==> config.mk <==
export PLATFORM = sky130hd
export DESIGN_NAME = apb_master_bridge
export DESIGN_NICKNAME = d
export VERILOG_FILES = /design/src/rtl/apb_master_bridge.sv
export SDC_FILE = /design/constraint.sdc
export NUM_CORES = 1
export LEC_CHECK = 0
export ABC_AREA = 1
export CAP_MARGIN = 0
export CORE_MARGIN = 2
export CORE_UTILIZATION = 41
export CTS_BUF_LIST = sky130_fd_sc_hd__clkbuf_16
export CTS_CLUSTER_DIAMETER = 30
export DETAILED_ROUTE_END_ITERATION = 8
export PLACE_DENSITY = 0.76
export REMOVE_ABC_BUFFERS = 1
export SETUP_SLACK_MARGIN = 0.15
export SLEW_MARGIN = 15
export SYNTH_ARGS = -nofsm -noshare
export SYNTH_HDL_FRONTEND = slang
export SYNTH_SLANG_ARGS = --single-unit
export TNS_END_PERCENT = 30
==> constraint.sdc <==
create_clock -name clk -period 1.4 [get_ports clk]
set_input_delay 0.21 -clock clk [delete_from_list [all_inputs] [get_ports clk]]
set_output_delay 0.21 -clock clk [all_outputs]
set_load 0.1 [all_outputs]
==> src/rtl/apb_master_bridge.sv <==
// apb_master_bridge: single-command APB initiator with registered outputs.
// Optional ACCESS-phase timeout is enabled by defining APB_MASTER_TIMEOUT_EN.
module apb_master_bridge #(
  parameter int ADDR_WIDTH     = 32,
  parameter int DATA_WIDTH     = 32,
  parameter int TIMEOUT_CYCLES = 16
) (
  input  logic                  clk,
  input  logic                  rst,
  input  logic                  cmd_valid,
  output logic                  cmd_ready,
  input  logic                  cmd_write,
  input  logic [ADDR_WIDTH-1:0] cmd_addr,
  input  logic [DATA_WIDTH-1:0] cmd_wdata,
  output logic                  rsp_valid,
  output logic [DATA_WIDTH-1:0] rsp_rdata,
  output logic                  rsp_err,
  output logic                  rsp_timeout,
  output logic                  psel,
  output logic                  penable,
  output logic                  pwrite,
  output logic [ADDR_WIDTH-1:0] paddr,
  output logic [DATA_WIDTH-1:0] pwdata,
  input  logic [DATA_WIDTH-1:0] prdata,
  input  logic                  pready,
  input  logic                  pslverr
);

  typedef enum logic [1:0] {
    IDLE   = 2'd0,
    SETUP  = 2'd1,
    ACCESS = 2'd2
  } state_t;

  // Last ACCESS cycle index that may still wait for pready.
  localparam logic [7:0] TO_LAST = 8'(TIMEOUT_CYCLES - 1);

  state_t                state_q;
  logic                  cmd_ready_q;
  logic                  psel_q;
  logic                  penable_q;
  logic                  pwrite_q;
  logic [ADDR_WIDTH-1:0] paddr_q;
  logic [DATA_WIDTH-1:0] pwdata_q;
  logic                  rsp_valid_q;
  logic [DATA_WIDTH-1:0] rsp_rdata_q;
  logic                  rsp_err_q;

`ifdef APB_MASTER_TIMEOUT_EN
  logic [7:0]            cnt_q;
  logic                  rsp_timeout_q;
`else
  logic                  unused_timeout;
  assign unused_timeout = |TO_LAST;
`endif

  // Transfer FSM; every bus and response output is a register.
  always_ff @(posedge clk) begin
    if (rst) begin
      state_q     <= IDLE;
      cmd_ready_q <= 1'b1;
      psel_q      <= 1'b0;
      penable_q   <= 1'b0;
      pwrite_q    <= 1'b0;
      paddr_q     <= '0;
      pwdata_q    <= '0;
      rsp_valid_q <= 1'b0;
      rsp_rdata_q <= '0;
      rsp_err_q   <= 1'b0;
`ifdef APB_MASTER_TIMEOUT_EN
      cnt_q         <= '0;
      rsp_timeout_q <= 1'b0;
`endif
    end else begin
      rsp_valid_q <= 1'b0;
      rsp_rdata_q <= '0;
      rsp_err_q   <= 1'b0;
`ifdef APB_MASTER_TIMEOUT_EN
      rsp_timeout_q <= 1'b0;
`endif
      unique case (state_q)
        IDLE: begin
          if (cmd_valid && cmd_ready_q) begin
            state_q     <= SETUP;
            cmd_ready_q <= 1'b0;
            psel_q      <= 1'b1;
            pwrite_q    <= cmd_write;
            paddr_q     <= cmd_addr;
            pwdata_q    <= cmd_wdata;
          end
        end
        SETUP: begin
          state_q   <= ACCESS;
          penable_q <= 1'b1;
`ifdef APB_MASTER_TIMEOUT_EN
          cnt_q <= '0;
`endif
        end
        ACCESS: begin
          if (pready) begin
            state_q     <= IDLE;
            cmd_ready_q <= 1'b1;
            psel_q      <= 1'b0;
            penable_q   <= 1'b0;
            rsp_valid_q <= 1'b1;
            rsp_rdata_q <= pwrite_q ? '0 : prdata;
            rsp_err_q   <= pslverr;
          end
`ifdef APB_MASTER_TIMEOUT_EN
          else if (cnt_q == TO_LAST) begin
            state_q       <= IDLE;
            cmd_ready_q   <= 1'b1;
            psel_q        <= 1'b0;
            penable_q     <= 1'b0;
            rsp_valid_q   <= 1'b1;
            rsp_err_q     <= 1'b1;
            rsp_timeout_q <= 1'b1;
          end else begin
            cnt_q <= cnt_q + 8'd1;
          end
`endif
        end
        default: state_q <= IDLE;
      endcase
    end
  end

  assign cmd_ready = cmd_ready_q;
  assign psel      = psel_q;
  assign penable   = penable_q;
  assign pwrite    = pwrite_q;
  assign paddr     = paddr_q;
  assign pwdata    = pwdata_q;
  assign rsp_valid = rsp_valid_q;
  assign rsp_rdata = rsp_rdata_q;
  assign rsp_err   = rsp_err_q;
`ifdef APB_MASTER_TIMEOUT_EN
  assign rsp_timeout = rsp_timeout_q;
`else
  assign rsp_timeout = 1'b0;
`endif

endmodule

==> impl_metrics.env <==
export IMPL_outcome="completed"
export IMPL_ys_seq_area_share_pct=48.3
export IMPL_clk_pin_slew_ns=0.07
export IMPL_min_path_type="primary input to register"
export IMPL_io_buffers=203
export IMPL_finalMaxSlewViolations=0
export IMPL_cp_max_fo=43
export IMPL_slowest_delay_ns=0.41
export IMPL_cts_tree="built"
export IMPL_cp_data_arrival_time_ns=1.43
export IMPL_hold_depth=3
export IMPL_num_rows=37
export IMPL_finalHoldViolCount=0
export IMPL_routed_wl_mm=13.2
export IMPL_slowest_stage="dfxtp_1"
export IMPL_cts_made_buffers=9
export IMPL_rsz0062_at_grt="true"
export IMPL_ys_types=19
export IMPL_cp_cell_sequence="nor2_4, buf_4, clkbuf_16, a21oi_1, nor2_1"
export IMPL_synth_seq_cells=104
export IMPL_total_power_mw=10.1
export IMPL_max_cap_viol_count=0
export IMPL_finalCritPeriodShare_pct=85.8
export IMPL_die_area_mm2=0.0114
export IMPL_ctsHoldBuffers=0
export IMPL_grtUsageTotal_pct=21.6
export IMPL_power_density_mw_per_mm2=1280
export IMPL_grt_overflow=0
export IMPL_cts_sinks=104
export IMPL_stdcell_count=889
export IMPL_grt_pass1_vias=4094
export IMPL_cp_top_family="flip-flops"
export IMPL_gp_congestion=0.736
export IMPL_drcViolationCount=0
export IMPL_r2r_start="state_q[0]"
export IMPL_die_y_um=107
export IMPL_final_nets=852
export IMPL_clock_latency_ns=0.34
export IMPL_grt_pass1_wl_mm=19.6
export IMPL_pin_count=205
export IMPL_end_kind="register"
export IMPL_layout_drive_gt1_share_pct=22.8
export IMPL_min_to="rsp_rdata[0]"
export IMPL_reg2regPathDepth=5
export IMPL_path_class="register to register"
export IMPL_dr_pass1_iters=4
export IMPL_fp_dieW_um=107
export IMPL_final_util_pct=76.8
export IMPL_dpl_cell_area_mm2=0.00742
export IMPL_vias_per_cell=4.81
export IMPL_synthesis_area_mm2=0.00431
export IMPL_synth_cells=561
export IMPL_finalSetupViolCount=0
export IMPL_cts_root_buf="clkbuf_16"
export IMPL_r2r_end="paddr[7]"
export IMPL_ir_drop_mv=0.624
export IMPL_fin_area_mm2=0.00789
export IMPL_antennaDiodeCount=0
export IMPL_r2r_setup_slack_ns=0.20
export IMPL_setup_tns_ns=0
export IMPL_syn2layout_area_growth_pct=82.9
export IMPL_critPathBufInv=2
export IMPL_placed_cells=867
export IMPL_drt_iter0_drc=187
export IMPL_start_util_pct=42.0
export IMPL_core_area_mm2=0.0103
export IMPL_num_vias=4273
export IMPL_ant_nets=0
export IMPL_antenna_found_initial=0
export IMPL_fmax_mhz=833
export IMPL_htree_levels=3
export IMPL_syn_area_per_cell_um2=7.69
export IMPL_yosysWarnings=0
export IMPL_clock_path_buffers=2
export IMPL_hp_start="prdata[0]"
export IMPL_hpwlAfterDp_mm=8.96
export IMPL_start_kind="register"
export IMPL_wl_per_cell_um=14.8
export IMPL_fin_skew_ns=0.00914
export IMPL_min_period_ns=1.20
export IMPL_power_leakage_nw=3.59
export IMPL_grt_max_degree=87
export IMPL_cp_data_required_time_ns=1.63
## logic make-up (layout without fill, tap and decap cells)
kind of cell	Yosys count	count (layout)	synth area share, %
AOI/OAI and AO/OA	65	65	7.54
buffers and inverters	145	337	15.9
DFF	104	104	48.3
other	1	1	0.0869
and+or+nand+nor	246	246	28.2
## worst reg2reg max path: cells and delay by family (launching register included)
family / cells / cell delay [ns]
and+or+nand+nor: 2 / 0.12
DFF: 1 / 0.41
buffers and inverters: 2 / 0.38
AOI/OAI and AO/OA: 1 / 0.19
## synthesized netlist by cell type, drive strengths merged
cell / n / area [um2]
nor2: 69 / 269
clkbuf: 6 / 22.5
buf: 37 / 280
a21oi: 65 / 325
inv: 102 / 383
dfxtp: 104 / 2080
nand3: 70 / 350
or2: 1 / 6.26
nand2: 73 / 277
nor3: 33 / 315
conb: 1 / 3.75
## timing repair
item,CTS,global route
gates cloned,1,4
pin swaps,0,1
gates resized for setup,1,3
buffers inserted,0,3
endpoints found under the setup margin,2,58
## where the power goes
part,switching [mW],internal [mW]
Combinational,2.49,1.51
Clock,1.06,1.55
Sequential,0.258,3.20
Total,3.81,6.26
## worst max-delay path by stage
stage / startpoint / endpoint / slack, ns / cells after the start
2_1_floorplan: cmd_ready / psel / -1.19 / 4
3_3_place_gp: rst / rsp_rdata[14] / -0.09 / 4
3_5_place_dp: rst / rsp_rdata[11] / -0.10 / 4
4_1_cts: cmd_ready / pwdata[14] / 0.15 / 5
5_1_grt: cmd_ready / paddr[20] / 0.13 / 6
6_report: state_q[0] / paddr[7] / 0.20 / 5
## layout make-up
class / instances / area, um2
Clock buffer: 9 / 225
Fill cell: 679 / 2390
Timing Repair Buffer: 221 / 3390
Sequential cell: 104 / 2080
Tap cell: 136 / 170
Inverter: 102 / 385
Clock inverter: 5 / 83.8
Multi-Input combinational cell: 312 / 1550
## layer usage
metal / vias to the layer above / part of all wire [%] / GRT usage [%]
li1: 2097 / - / -
met4: 0 / 1.4 / 6.86
met5: - / 0 / 0
met3: 14 / 11 / 8.75
met2: 201 / 51 / 38.4
met1: 1961 / 37 / 23.4
## metrics by stage
step | setup WS, ns | hold slack [ns]
global placement | -0.0864 | 0.491
finish | 0.199 | 0.405
floorplan | -1.19 | 0.282
global route | 0.125 | 0.415
CTS | 0.154 | 0.395
detailed placement | -0.102 | 0.503
## state kept, by name (all words and copies together), names as in the netlist, 2 cells and up
name	cells
rsp_rdata	32
pwdata	32
paddr	32
state_q	2
## placed cells by master (no fill, tap or decap)
master           instances
buf_12                 111
dfxtp_1                103
clkdlybuf4s50_1        101
inv_1                   99
nand2_1                 72
nand3_1                 70
nor2_1                  67
a21oi_1                 64
nor3_2                  30
clkbuf_16               13
buf_4                    4
nor3_1                   3
inv_2                    2
bufinv_16                2
clkinvlp_4               2
inv_4                    1
nor2_4                   1
a21oi_2                  1
or2_1                    1
nor2_2                   1
nand2_2                  1
conb_1                   1
clkinv_4                 1
buf_16                   1
dfxtp_2                  1
Note: power is estimated with default switching activity, not from simulation.
